**config.mk**
```make
export PLATFORM = sky130hd
export DESIGN_NAME = uart_rx
export DESIGN_NICKNAME = d
export VERILOG_FILES = /design/src/rtl/uart_pkg.sv /design/src/rtl/uart_rx_sampler.sv /design/src/rtl/uart_rx.sv
export SDC_FILE = /design/constraint.sdc
export NUM_CORES = 1
export LEC_CHECK = 0
export BUFFER_PORTS_ARGS = -buffer_cell sky130_fd_sc_hd__buf_2
export CAP_MARGIN = 10
export CELL_PAD_IN_SITES_DETAIL_PLACEMENT = 0
export CELL_PAD_IN_SITES_GLOBAL_PLACEMENT = 1
export CORE_AREA = 4 4 84 86
export DETAILED_ROUTE_END_ITERATION = 7
export DIE_AREA = 0 0 88 90
export PLACE_DENSITY_LB_ADDON = 0.3
export SETUP_SLACK_MARGIN = 0.5
export SYNTH_ARGS = -nofsm -noshare
export SYNTH_HDL_FRONTEND = slang
export SYNTH_SLANG_ARGS = --single-unit
```
**constraint.sdc**
```tcl
create_clock -name CLK -period 5.3 [get_ports CLK]
set_input_delay 0.795 -clock CLK [delete_from_list [all_inputs] [get_ports CLK]]
set_output_delay 0.795 -clock CLK [all_outputs]
set_load 0.03 [all_outputs]
```
**src/rtl/uart_pkg.sv**
```systemverilog
// Shared UART definitions.
// Holds the FSM state encoding (the TX FSM uses the same numbering),
// the legal oversampling ratios and the parity-type encoding.
package uart_pkg;

  typedef enum logic [2:0] {
    IDLE   = 3'd0,
    START  = 3'd1,
    DATA   = 3'd2,
    PARITY = 3'd3,
    STOP   = 3'd4
  } uart_state_e;

  localparam int PRESC_8  = 8;
  localparam int PRESC_16 = 16;
  localparam int PRESC_32 = 32;

  localparam logic PAR_EVEN = 1'b0;
  localparam logic PAR_ODD  = 1'b1;

endpackage

```
**src/rtl/uart_rx_sampler.sv**
```systemverilog
// Three-tap majority sampler for the UART receiver.
// Captures the line at edges P/2-1 and P/2 of a bit period and votes them
// together with the live line value at edge P/2+1.
// Ports:
//   CLK         oversampling clock
//   i_rx_in     serial line (already synchronized)
//   i_edge_cnt  position inside the current bit (0..P-1)
//   i_prescale  latched oversampling ratio P
//   o_bit       majority-voted bit value (meaningful when o_bit_vld)
//   o_bit_vld   high at edge P/2+1, when o_bit is the settled vote
module uart_rx_sampler
  import uart_pkg::*;
#(
  parameter int PRESC_W = 6
) (
  input  logic               CLK,
  input  logic               i_rx_in,
  input  logic [PRESC_W-1:0] i_edge_cnt,
  input  logic [PRESC_W-1:0] i_prescale,
  output logic               o_bit,
  output logic               o_bit_vld
);

  localparam logic [PRESC_W-1:0] C_ONE = PRESC_W'(1);

  function automatic logic f_maj3(input logic a, input logic b, input logic c);
    return (a & b) | (a & c) | (b & c);
  endfunction

  logic [PRESC_W-1:0] w_half;
  logic               w_hit0;
  logic               w_hit1;
  logic               r_tap0;
  logic               r_tap1;

  assign w_half = i_prescale >> 1;
  assign w_hit0 = (i_edge_cnt == (w_half - C_ONE));
  assign w_hit1 = (i_edge_cnt == w_half);

  // Tap registers: pure data, only meaningful once both sample edges passed.
  always_ff @(posedge CLK) begin
    if (w_hit0) r_tap0 <= i_rx_in;
    if (w_hit1) r_tap1 <= i_rx_in;
  end

  // Third tap is the live line, so the vote is ready at edge P/2+1.
  assign o_bit     = f_maj3(r_tap0, r_tap1, i_rx_in);
  assign o_bit_vld = (i_edge_cnt == (w_half + C_ONE));

endmodule

```
**src/rtl/uart_rx.sv**
```systemverilog
// UART receive engine.
// Detects a start bit on the oversampled line, majority-votes every bit,
// deserializes DATA_WIDTH bits LSB-first, checks optional parity and the
// stop bit, and reports the frame with one-cycle strobes.
// Ports:
//   CLK         oversampling clock
//   RST         asynchronous active-low reset
//   RX_IN       serial line, idle high
//   PRESCALE    oversampling ratio (8/16/32, anything else behaves as 8)
//   PAR_EN      frame carries a parity bit
//   PAR_TYP     0 = even, 1 = odd parity
//   P_DATA      last error-free word
//   DATA_VALID  one-cycle strobe, P_DATA just loaded
//   PAR_ERR     one-cycle strobe, parity mismatch
//   STP_ERR     one-cycle strobe, stop bit sampled low
module uart_rx
  import uart_pkg::*;
#(
  parameter int DATA_WIDTH = 8,
  parameter int PRESC_W    = 6
) (
  input  logic                  CLK,
  input  logic                  RST,
  input  logic                  RX_IN,
  input  logic [PRESC_W-1:0]    PRESCALE,
  input  logic                  PAR_EN,
  input  logic                  PAR_TYP,
  output logic [DATA_WIDTH-1:0] P_DATA,
  output logic                  DATA_VALID,
  output logic                  PAR_ERR,
  output logic                  STP_ERR
);

  localparam int BIT_W = (DATA_WIDTH > 1) ? $clog2(DATA_WIDTH) : 1;
  localparam logic [PRESC_W-1:0] C_ONE     = PRESC_W'(1);
  localparam logic [BIT_W-1:0]   C_BIT_ONE = BIT_W'(1);
  localparam logic [BIT_W-1:0]   C_BIT_MAX = BIT_W'(DATA_WIDTH - 1);

  // Unsupported ratios fall back to 8.
  function automatic logic [PRESC_W-1:0] f_legal_presc(input logic [PRESC_W-1:0] p);
    if (p == PRESC_W'(PRESC_16) || p == PRESC_W'(PRESC_32)) return p;
    return PRESC_W'(PRESC_8);
  endfunction

  uart_state_e           r_state;
  uart_state_e           w_next;
  logic [PRESC_W-1:0]    r_edge_cnt;
  logic [BIT_W-1:0]      r_bit_cnt;
  logic [PRESC_W-1:0]    r_presc;
  logic                  r_par_en;
  logic                  r_par_typ;
  logic                  r_par_err;
  logic                  r_stop_ok;
  logic [DATA_WIDTH-1:0] r_data;
  logic                  w_bit;
  logic                  w_bit_vld;
  logic                  w_last_edge;
  logic                  w_par_exp;

  uart_rx_sampler #(
    .PRESC_W(PRESC_W)
  ) u_sampler (
    .CLK       (CLK),
    .i_rx_in   (RX_IN),
    .i_edge_cnt(r_edge_cnt),
    .i_prescale(r_presc),
    .o_bit     (w_bit),
    .o_bit_vld (w_bit_vld)
  );

  assign w_last_edge = (r_edge_cnt == (r_presc - C_ONE));
  assign w_par_exp   = (^r_data) ^ r_par_typ;

  // State register
  always_ff @(posedge CLK or negedge RST) begin
    if (!RST) r_state <= IDLE;
    else      r_state <= w_next;
  end

  // Next-state decode
  always_comb begin
    w_next = r_state;
    case (r_state)
      IDLE:   if (!RX_IN) w_next = START;
      START: begin
        if (w_bit_vld && w_bit) w_next = IDLE;
        else if (w_last_edge)   w_next = DATA;
      end
      DATA:   if (w_last_edge && (r_bit_cnt == C_BIT_MAX)) w_next = r_par_en ? PARITY : STOP;
      PARITY: if (w_last_edge) w_next = STOP;
      // Return through IDLE: a low line in the next cycle restarts at once.
      STOP:   if (w_last_edge) w_next = IDLE;
      default: w_next = IDLE;
    endcase
  end

  // Counters, per-frame configuration and checker flags
  always_ff @(posedge CLK or negedge RST) begin
    if (!RST) begin
      r_edge_cnt <= '0;
      r_bit_cnt  <= '0;
      r_presc    <= PRESC_W'(PRESC_8);
      r_par_en   <= 1'b0;
      r_par_typ  <= 1'b0;
      r_par_err  <= 1'b0;
      r_stop_ok  <= 1'b0;
    end else if (r_state == IDLE) begin
      if (!RX_IN) begin
        // Detection cycle counts as edge 0, so the next one is edge 1.
        r_edge_cnt <= C_ONE;
        r_bit_cnt  <= '0;
        r_presc    <= f_legal_presc(PRESCALE);
        r_par_en   <= PAR_EN;
        r_par_typ  <= PAR_TYP;
        r_par_err  <= 1'b0;
      end
    end else begin
      if ((w_next == IDLE) || w_last_edge) r_edge_cnt <= '0;
      else                                 r_edge_cnt <= r_edge_cnt + C_ONE;

      if ((r_state == DATA) && w_last_edge)
        r_bit_cnt <= (r_bit_cnt == C_BIT_MAX) ? '0 : r_bit_cnt + C_BIT_ONE;

      if ((r_state == PARITY) && w_bit_vld) r_par_err <= (w_bit != w_par_exp);
      if ((r_state == STOP) && w_bit_vld)   r_stop_ok <= w_bit;
    end
  end

  // Deserializer
  always_ff @(posedge CLK) begin
    if ((r_state == DATA) && w_bit_vld) r_data[r_bit_cnt] <= w_bit;
  end

  // Frame verdict, registered strobes
  always_ff @(posedge CLK or negedge RST) begin
    if (!RST) begin
      P_DATA     <= '0;
      DATA_VALID <= 1'b0;
      PAR_ERR    <= 1'b0;
      STP_ERR    <= 1'b0;
    end else begin
      DATA_VALID <= 1'b0;
      PAR_ERR    <= 1'b0;
      STP_ERR    <= 1'b0;
      if ((r_state == STOP) && w_last_edge) begin
        STP_ERR <= ~r_stop_ok;
        PAR_ERR <= r_par_err;
        if (r_stop_ok && !r_par_err) begin
          DATA_VALID <= 1'b1;
          P_DATA     <= r_data;
        end
      end
    end
  end

endmodule

```
; ---- Yosys cells after proc, flatten, opt, wreduce, memory -nomap -nowiden
; Index checks and enable logic that the tools add are counted.
; Widths: inputs -> output; s select.
[op_classes]
n_addsub = 5
magnitude_cmp = 2
eq_ne = 13
n_mux = 30
bitwise_logic = 9
n_reduce_logical = 22
[op_table]
columns = op, n
row1 = $mux 3, 11
row2 = $mux 6, 5
row3 = $eq 6x6->1, 3
row4 = $pmux 3 s5, 1
row5 = $mux 1, 11
row6 = $reduce_and 2->1, 5
row7 = $logic_and 1x1->1, 9
row8 = $bwmux 8, 1
row9 = $reduce_xor 8->1, 1
row10 = $add 5x1->6 const B, 1
row11 = $add 6x1->6 const B, 1
row12 = $eq 3x2->1 const B, 2
row13 = $eq 3x3->1 const B, 2
row14 = $eq 6x5->1, 1
row15 = $eq 6x5->1 const B, 1
row16 = $eq 6x6->1 const B, 1
row17 = $logic_not 3->1, 2
row18 = $sub 5x1->6 const B, 1
row19 = $sub 6x1->6 const B, 1
row20 = $lt 3x4->1 const B, 1
row21 = $reduce_bool 2->1, 2
row22 = $add 3x1->3 const B, 1
row23 = $and 1x1->1, 3
row24 = $demux 1 s3, 1
row25 = other kinds (9), 13
[totals]
ff_bits = 43

; ---- Longest topological paths before layout
; Gate-level depths: netlist (run 1).
[depth]
depth_word = 10
depth_mapped = 10
mapped_depth_nobuf = 9

; ---- By module
; Synthesis (run 1) repeated with hierarchy kept, for this count alone.
[unflattened]
cells_unflattened = 231
hier_area_um2 = 2377.3
[by_module_without_submodules]
columns = mod, n_inst, cells_per_inst, area_per_inst_um2, seq_area_each_um2
row1 = uart_rx, 1, 192, 2045.7, 1067.3
row2 = uart_rx_sampler, 1, 39, 331.6, 60.1

; ---- Worst setup path before layout (run 1)
; Ideal clock, no wire load.
[synth_timing]
kind = reg-to-reg
start = reg r_presc[1]
end = reg r_edge_cnt[4]
setup_ns = 0.126
arrival_ns = 2.337
required_time_ns = 5.174
setup_slack_ns = 2.837
stages_incl_launch_ff = 11
n_path_buf = 1
cell_sequence = dfrtp_1 inv_1 ha_1 nor3b_1 nand2_1 xnor2_1 a2111o_1 buf_6 nand3_1 nand3_2 a221o_1
[synth_via]
elab_chain_cells = 9
word_cells_on_any_way = 16
[synth_lines]
columns = item, line
row1 = start: declaration, uart_rx.sv:49  ; logic [PRESC_W-1:0] r_presc;
row2 = start signal: assignment, uart_rx.sv:102  ; r_presc <= PRESC_W'(PRESC_8);
row3 = start signal: assignment, uart_rx.sv:112  ; r_presc <= f_legal_presc(PRESCALE);
row4 = $sub 6x1->6 or $add 5x1->6 (tied branches), "uart_rx.sv:71, uart_rx_sampler.sv:48"
row5 = $eq 6x6->1 (on tied branches), "uart_rx.sv:71, uart_rx_sampler.sv:48"
row6 = $mux 3 (tied with other cells), uart_rx.sv:87  ; else if (w_last_edge) w_next = DATA;
row7 = $mux 3 (on tied branches), "uart_rx.sv:86, uart_rx.sv:89"
row8 = $pmux 3 s5, uart_rx.sv:83  ; case (r_state)
row9 = $logic_not 3->1, uart_rx.sv:118  ; if ((w_next == IDLE) || w_last_edge) r_edge_cnt <= '0;
row10 = $logic_or 1x1->1 (*), uart_rx.sv:118
row11 = $mux 6 (*), uart_rx.sv:118
row12 = $mux 6 (*), uart_rx.sv:107  ; end else if (r_state == IDLE) begin
row13 = end signal: assignment, uart_rx.sv:119  ; else r_edge_cnt <= r_edge_cnt + C_ONE;
row14 = end: declaration, uart_rx.sv:47  ; logic [PRESC_W-1:0] r_edge_cnt;
; Every way passes the cells marked *; elsewhere a longest branch is shown, timed or not.
; A chain may end at the register's enable or synchronous reset.

; ---- Worst setup path in the final report (run 1)
[layout_timing]
start = reg r_presc[1]
end = reg r_edge_cnt[2]
; Same word-level chain as after synthesis.

==> summary.txt, run 1 <==
STA
  • Pins Over Slew Limit: 0
  • Setup Viol. Count Final: 0
  • Clock skew: 0.00602 ns
  • Final Cycle Share: 0.544
  • Slew margin rel.: 0.485
  • RSZ-0062 raised after global routing: no
  • Least-Margin Pin Slew: 0.764 ns
  • Min Tclk post-route: 2.88 ns
  • Fmax: 347 MHz
  • Setup TNS: 0 ns
  • Hold violation total from the final report: 0

Status
  • Run status: finished, final reports clean

Layout
  • Layout fillers: 608
  • Layout cells sized above 1: 0.198
  • Sequential cell area: 0.00113 mm2
  • # nets final: 270
  • Multi-input logic area: 0.00124 mm2
  • Synthesis-to-layout area growth: 9.35%
  • Non-Filler Instances: 330
  • ANT cells: 0

Clocking
  • Clock latency on the worst-skew pair: 0.29 ns
  • Setup Buffers After CTS: 0
  • PostCTS Resize Cnt: 0
  • Clk buf depth: 2
  • Number of H-tree levels: 2
  • Worst-path clk slew: 0.08 ns
  • CTS tree: yes
  • Clock root buffer: clkbuf_8
  • Clk sinks: 43
  • Num CTS Buffers: 5
  • Post-cts hold buffer count: 0

GRT
  • GRT overflow: 0
  • Number of global-route vias before repair: 1635
  • First-pass GRT wire length: 8220 um
  • Initial antenna violation count: 0
  • Largest net degree at the start of global routing: 34
  • Overall routing resource usage: 0.132

Critical path
  • Critical path data arrival time: 3.09 ns
  • Slowest-stage cell, CP: a2111o_1
  • CP max FO: 12
  • Crit. End Element: flop
  • Critical path required time: 5.51 ns
  • CP cell instances: inv_1, ha_1, nor3b_1, nand2_1, xnor2_1, a2111o_1, or3_1, and4b_1, o221ai_1
  • Startpoint Class: flop
  • WS Path Type: reg2reg
  • Critical Path Max Stage Delay: 0.60 ns

Routing
  • Routed vias: 1707
  • Drt pass-1 iters: 4
  • Via/cell ratio: 5.17
  • Drt total wl: 4780 um
  • Final ANT Viol Nets: 0
  • Wire length per cell: 14.5 um
  • DR DRC count: 0
  • Initial DRC count: 82

Job
  • Max-Cap Viols: 0

Synth
  • Post-Syn Nets: 251
  • Async SR Flop Fraction: 0.767
  • Seq cells post-synth: 43
  • Synth top area share: 0.325
  • Post-synthesis cell type count: 54
  • Area leader, netlist: dfrtp_1
  • Mapped Cells: 233
  • Mapped cell area: 0.00246 mm2
  • Syn avg cell area: 10.6 um2
  • Primary FF master, synth: dfrtp_1
  • Synth area leaders: dfrtp_1 33%, edfxtp_1 12%, xnor2_1 7.1%
  • Post-synthesis sequential area ratio: 0.458
  • Synth Warn #: 0
  • Count of flip-flops with a built-in enable after synthesis: 10

Power and ir drop
  • Max VDD drop: 0.000162 V
  • Leak: 1.17 nW
  • PD cells: 422 mW/mm2
  • Pwr Total: 0.00113 W

Placed design
  • Placed Instances: 322
  • GPL Wtd Cong: 0.825
  • Placed wire-length estimate: 3410 um
  • Port-buffer cells: 21

Floorplanning
  • Die Y-Extent: 90 um
  • Initial Util: 0.392
  • Ports: 22
  • Num rows: 29
  • Chip width: 88 um
  • Core area: 0.00628 mm2
  • Die area: 0.00792 mm2

Worst hold path
  • Worst hold path class: reg2reg
==> layout by cell type, fill, tap and decap left out, types with 2 or more instances in the layout <==
master     n
dfrtp_1   32
nand2_1   23
buf_2     21
xnor2_1   20
nor2_1    18
o21ai_0   13
nand3_1   10
xor2_1    10
edfxtp_1  10
inv_1      9
mux2_2     8
nor3_1     7
ha_1       7
nand2b_1   6
clkbuf_8   5
and2_1     4
nand4_1    3
nor2b_1    3
or3_1      3
a31oi_1    3
a21oi_1    2
or2_2      2
o31ai_1    2
==> per-layer routing <==
metal | vias up | global-route usage | part of all wire
met3 | 2 | 0.0356 | 0.052
li1 | 850 | - | -
met4 | 0 | 0.0384 | 0.0073
met1 | 803 | 0.196 | 0.50
met2 | 52 | 0.188 | 0.44
met5 | - | 0 | 0
==> report_power, final <==
group          total (W)  leakage, nW  internal, W  switching (W)
Combinational   0.000428        0.597     0.000199       0.000229
Clock           0.000207       0.0412    0.0000923       0.000115
Sequential      0.000500        0.529     0.000401      0.0000992
Total            0.00113         1.17     0.000691       0.000443
==> through the flow <==
step	util	setup WS (ns)	cell area [um2]	hold WS, ns
floorplan	-	2.84	2460	0.467
global placement	0.415	2.55	2610	0.483
detailed placement	0.415	2.43	2610	0.488
CTS	0.429	2.41	2690	0.508
global route	0.429	2.26	2690	0.517
finish	0.429	2.42	2690	0.504
==> state kept, by name, indices dropped and copies added (netlist names), 3 cells and up <==
| name | cells |
|---|---|
| r_edge_cnt | 6 |
| r_data | 8 |
| r_bit_cnt | 3 |
| r_presc | 6 |
| r_state | 3 |
| P_DATA | 8 |
==> area by class of cell <==
cell class / instances / area share
repair buffers: 21 / 0.0391
well taps: 77 / 0.0358
clock inverters: 2 / 0.00465
multi-input cells: 172 / 0.462
clock buffers: 6 / 0.0270
flip-flops and latches: 43 / 0.419
inverters: 9 / 0.0126
==> cells in the mapped netlist, drive strengths merged, types with 2 or more instances <==
| cell | n |
|---|---|
| and2 | 4 |
| mux2 | 8 |
| a31oi | 3 |
| clkbuf | 3 |
| nand4b | 2 |
| nor2b | 3 |
| edfxtp | 10 |
| nand2b | 6 |
| buf | 6 |
| xor2 | 10 |
| ha | 7 |
| xnor2 | 21 |
| or3 | 3 |
| nand4 | 3 |
| o31ai | 2 |
| nand3 | 11 |
| and3 | 2 |
| nor3 | 8 |
| o21ai | 13 |
| inv | 9 |
| nor2 | 19 |
| nand3b | 2 |
| or2 | 2 |
| dfrtp | 32 |
| nand2 | 23 |
| a21oi | 2 |
==> critical path, delay by kind of cell (launching register included) <==
| family | cells | cell delay, ns |
|---|---|---|
| AO/OA/AOI/OAI | 2 | 0.74 |
| XOR/XNOR | 1 | 0.13 |
| adder cells (fa/ha/maj) | 1 | 0.22 |
| buffers and inverters | 1 | 0.16 |
| flip-flops | 1 | 0.42 |
| AND/OR/NAND/NOR | 4 | 1.12 |
==> final timing paths <==
check                                       start                         to  slack, ns  depth (start not counted)
min in group asynchronous                     RST       DATA_VALID$_DFF_PN0_       0.57                          1
setup reg to reg           r_presc[1]$_DFFE_PN0P_  r_edge_cnt[2]$_DFFE_PN0P_       2.42                          9
setup / recovery           r_presc[1]$_DFFE_PN0P_  r_edge_cnt[2]$_DFFE_PN0P_       2.42                          9
hold reg to reg             P_DATA[3]$_DFFE_PN0P_      P_DATA[3]$_DFFE_PN0P_       0.50                          1
max in group asynchronous                     RST   r_bit_cnt[2]$_DFFE_PN0P_       4.24                          1
hold / removal              P_DATA[3]$_DFFE_PN0P_      P_DATA[3]$_DFFE_PN0P_       0.50                          1
==> kinds of logic after synthesis <==
kind of cell,after synthesis,synth area share
AO/OA/AOI/OAI,32,0.0986
XOR/XNOR,31,0.118
adder cells (fa/ha/maj),7,0.0356
buffers and inverters,18,0.0366
flip-flops,43,0.458
multiplexers,9,0.0407
AND/OR/NAND/NOR,93,0.213
(Power assumes the default switching activity.)
==> run 2, diff against run 1 <==
clock period = 2.97 ns   (was 5.3 ns; I/O delays follow)
==> run 2 against run 1 <==
First-iteration DRC count up 2.4%. Wire length grew 4.7%. Fmax is 20% higher. Critical path type unchanged. Critical endpoint unchanged. Largest cell class unchanged. Highest routed layer unchanged.
==> summary.txt, run 2 (synthesis results as in run 1) <==
Floorplanning
  • Ports: 22 (unchanged)
  • Chip width: 88 um (unchanged)
  • Initial Util: 0.392 (unchanged)
  • Die Y-Extent: 90 um (unchanged)
  • Core area: 0.00628 mm2 (unchanged)
  • Die area: 0.00792 mm2 (unchanged)
  • Num rows: 29 (unchanged)

STA
  • RSZ-0062 raised after global routing: yes
  • Pins Over Slew Limit: 0 (unchanged)
  • Clock skew: 0.00569 ns (-0.000338 ns)
  • Setup TNS: 0 ns (unchanged)
  • Final Cycle Share: 0.806 (+0.262)
  • Setup Viol. Count Final: 0 (unchanged)
  • Min Tclk post-route: 2.39 ns (-0.489 ns)
  • Hold violation total from the final report: 0 (unchanged)
  • Least-Margin Pin Slew: 0.754 ns (-0.0104 ns)
  • Slew margin rel.: 0.498 (+0.0123)
  • Hold slack: 0.216 ns (-0.288 ns)
  • Fmax: 418 MHz (+20%)

Routing
  • DR DRC count: 0 (unchanged)
  • Drt total wl: 5010 um (+4.7%)
  • WL met3: 127 um (-49%)
  • DR top layer: met4
  • Via/cell ratio: 5.07 (-2.0%)
  • Met1 WL: 2590 um (+7.6%)
  • Initial DRC count: 84 (+2.4%)
  • Met2 routed WL: 2240 um (+7.1%)
  • Final ANT Viol Nets: 0 (unchanged)
  • Drt pass-1 iters: 4 (unchanged)
  • Wire length per cell: 14.5 um (+0.15%)
  • Routed vias: 1749 (+2.5%)

Placed design
  • Placed wire-length estimate: 3480 um (+2.1%)
  • Placed cell area: 0.00264 mm2 (+1.4%)
  • GPL Wtd Cong: 0.822 (-0.38%)
  • Placed Instances: 327 (+1.6%)
  • Port-buffer cells: 21 (unchanged)

Critical path
  • Crit. End Element: flop
  • CP max FO: 5 (-7)
  • WS Path Type: reg2reg
  • Critical path data arrival time: 2.61 ns (-0.48 ns)
  • Slowest-stage cell, CP: a2111o_1
  • FF-to-FF End: r_edge_cnt[2]$_DFFE_PN0P_
  • Worst r2r path cells: 10 (+1)
  • CP cell instances: inv_2, ha_4, nor3b_4, nand2_1, xnor2_1, a2111o_1, buf_6, or3_4, and4b_1, o221ai_2
  • Critical path required time: 3.19 ns (-2.32 ns)
  • Worst r2r src: r_presc[1]$_DFFE_PN0P_
  • Crit. Startpoint: r_presc[1]$_DFFE_PN0P_
  • Flop2flop setup slack: 0.58 ns (-1.84 ns)
  • Startpoint Class: flop
  • Critical Path Max Stage Delay: 0.44 ns (-0.16 ns)
  • Critical Path Sink: r_edge_cnt[2]$_DFFE_PN0P_

Clocking
  • Clock latency on the worst-skew pair: 0.29 ns (about the same)
  • Num CTS Buffers: 5 (unchanged)
  • Clk buf depth: 2 (unchanged)
  • Number of H-tree levels: 2 (unchanged)
  • Post-cts hold buffer count: 0 (unchanged)
  • Clock root buffer: clkbuf_8
  • Clk sinks: 43 (unchanged)
  • CTS tree: yes
  • Worst-path clk slew: 0.08 ns (about the same)

Power and ir drop
  • Comb pwr share: 0.382 (+0.005)
  • P_int: 0.00149 W (+110%)
  • Seq pwr share: 0.383 (-0.058)
  • PD cells: 793 mW/mm2 (+88%)
  • Leak: 1.27 nW (+8.7%)
  • Max VDD drop: 0.000397 V (+150%)
  • Pwr Total: 0.00231 W (+100%)
  • NetSw: 0.000825 W (+86%)
  • Sw frac: 0.357 (-0.0334)
  • Clock network fraction of design power: 0.235 (+0.053)

Layout
  • Layout cells sized above 1: 0.276 (+0.0785)
  • Largest regs: P_DATA (8), r_data (8)
  • Synthesis-to-layout area growth: 18.5%
  • # nets final: 285 (+5.6%)
  • Most frequent cells in the layout: 31 x dfrtp_1, 23 x nand2_1, 21 x buf_2
  • Final Cell Area: 0.00292 mm2 (+8.3%)
  • Non-Filler Instances: 345 (+4.5%)
  • Layout fillers: 586 (-3.6%)
  • ANT cells: 0 (unchanged)
  • Most common cell after layout, fill and taps aside: dfrtp_1

GRT
  • Overall routing resource usage: 0.135 (+0.00210)
  • Initial antenna violation count: 0 (unchanged)
  • Number of global-route vias before repair: 1671 (+2.2%)
  • First-pass GRT wire length: 8450 um (+2.8%)
  • Largest net degree at the start of global routing: 34 (unchanged)
  • GRT overflow: 0 (unchanged)

Status
  • Run status: finished, final reports clean

Job
  • Max-Cap Viols: 0 (unchanged)

Worst hold path
  • Worst hold path class: in2async
[run 2: cell types whose count changed in the layout (fill, tap and decap cells not counted), moves of 2 or more]
cell,previous run,this run
ha_1,7,5
inv_1,9,7
inv_2,0,2
buf_4,0,12
bufinv_16,0,2
buf_6,0,2
[run 2: area by class of cell]
| type | count | area [um2] | area share |
|---|---|---|---|
| Timing Repair Buffer | 35 | 218 | 0.0747 |
| Clock inverter | 2 | 60.1 | 0.0206 |
| Inverter | 9 | 33.8 | 0.0116 |
| Sequential cell | 43 | 1130 | 0.387 |
| Clock buffer | 6 | 72.6 | 0.0249 |
| Tap cell | 77 | 96.3 | 0.0330 |
| Multi-Input combinational cell | 173 | 1310 | 0.448 |
[run 2: power groups by stage]
stage                     sequential, W  clock [W]  combinational [W]
after floorplan                0.000818          0           0.000692
after global placement         0.000892          0           0.000816
after detailed placement       0.000890          0           0.000811
after CTS                      0.000880   0.000553           0.000823
after global routing           0.000905   0.000575           0.000977
final                          0.000884   0.000543           0.000883
[run 2: worst min path at each step]
stage                           from                    end  slack (ns)  cells after the start
6_report                         RST   DATA_VALID$_DFF_PN0_        0.22                      1
5_1_grt                          RST  P_DATA[6]$_DFFE_PN0P_        0.28                      1
4_1_cts                          RST   DATA_VALID$_DFF_PN0_        0.25                      1
3_5_place_dp   P_DATA[5]$_DFFE_PN0P_  P_DATA[5]$_DFFE_PN0P_        0.49                      1
3_3_place_gp   P_DATA[7]$_DFFE_PN0P_  P_DATA[7]$_DFFE_PN0P_        0.48                      1
2_1_floorplan                    RST   DATA_VALID$_DFF_PN0_        0.15                      0
[run 2: timing repair]
action | in CTS | in global routing
resized for setup | 8 | 7
hold endpoints to repair | 0 | 0
endpoints found under the setup margin | 19 | 15
setup buffers | 3 | 6
gates cloned | 0 | 1
pin swaps | 1 | 8
[run 2: per-layer routing]
metal,vias up,track usage
met2,27,0.193
li1,883,-
met5,-,0
met1,835,0.201
met3,4,0.0274
met4,0,0.0422
[run 2: per-stage QoR]
stage | setup WS (ns) | util
6_report | 0.575 | 0.464
5_1_grt | 0.452 | 0.464
4_1_cts | 0.523 | 0.451
3_5_place_dp | 0.228 | 0.421
3_3_place_gp | 0.306 | 0.421
2_1_floorplan | 0.507 | -
[run 2: critical path: cells and delay by family (launching register included)]
family	cells	cell delay, ns
simple gates	4	0.81
compound gates	2	0.56
flops	1	0.39
buf+inv	2	0.27
fa+ha+maj	1	0.15
xor+xnor	1	0.14
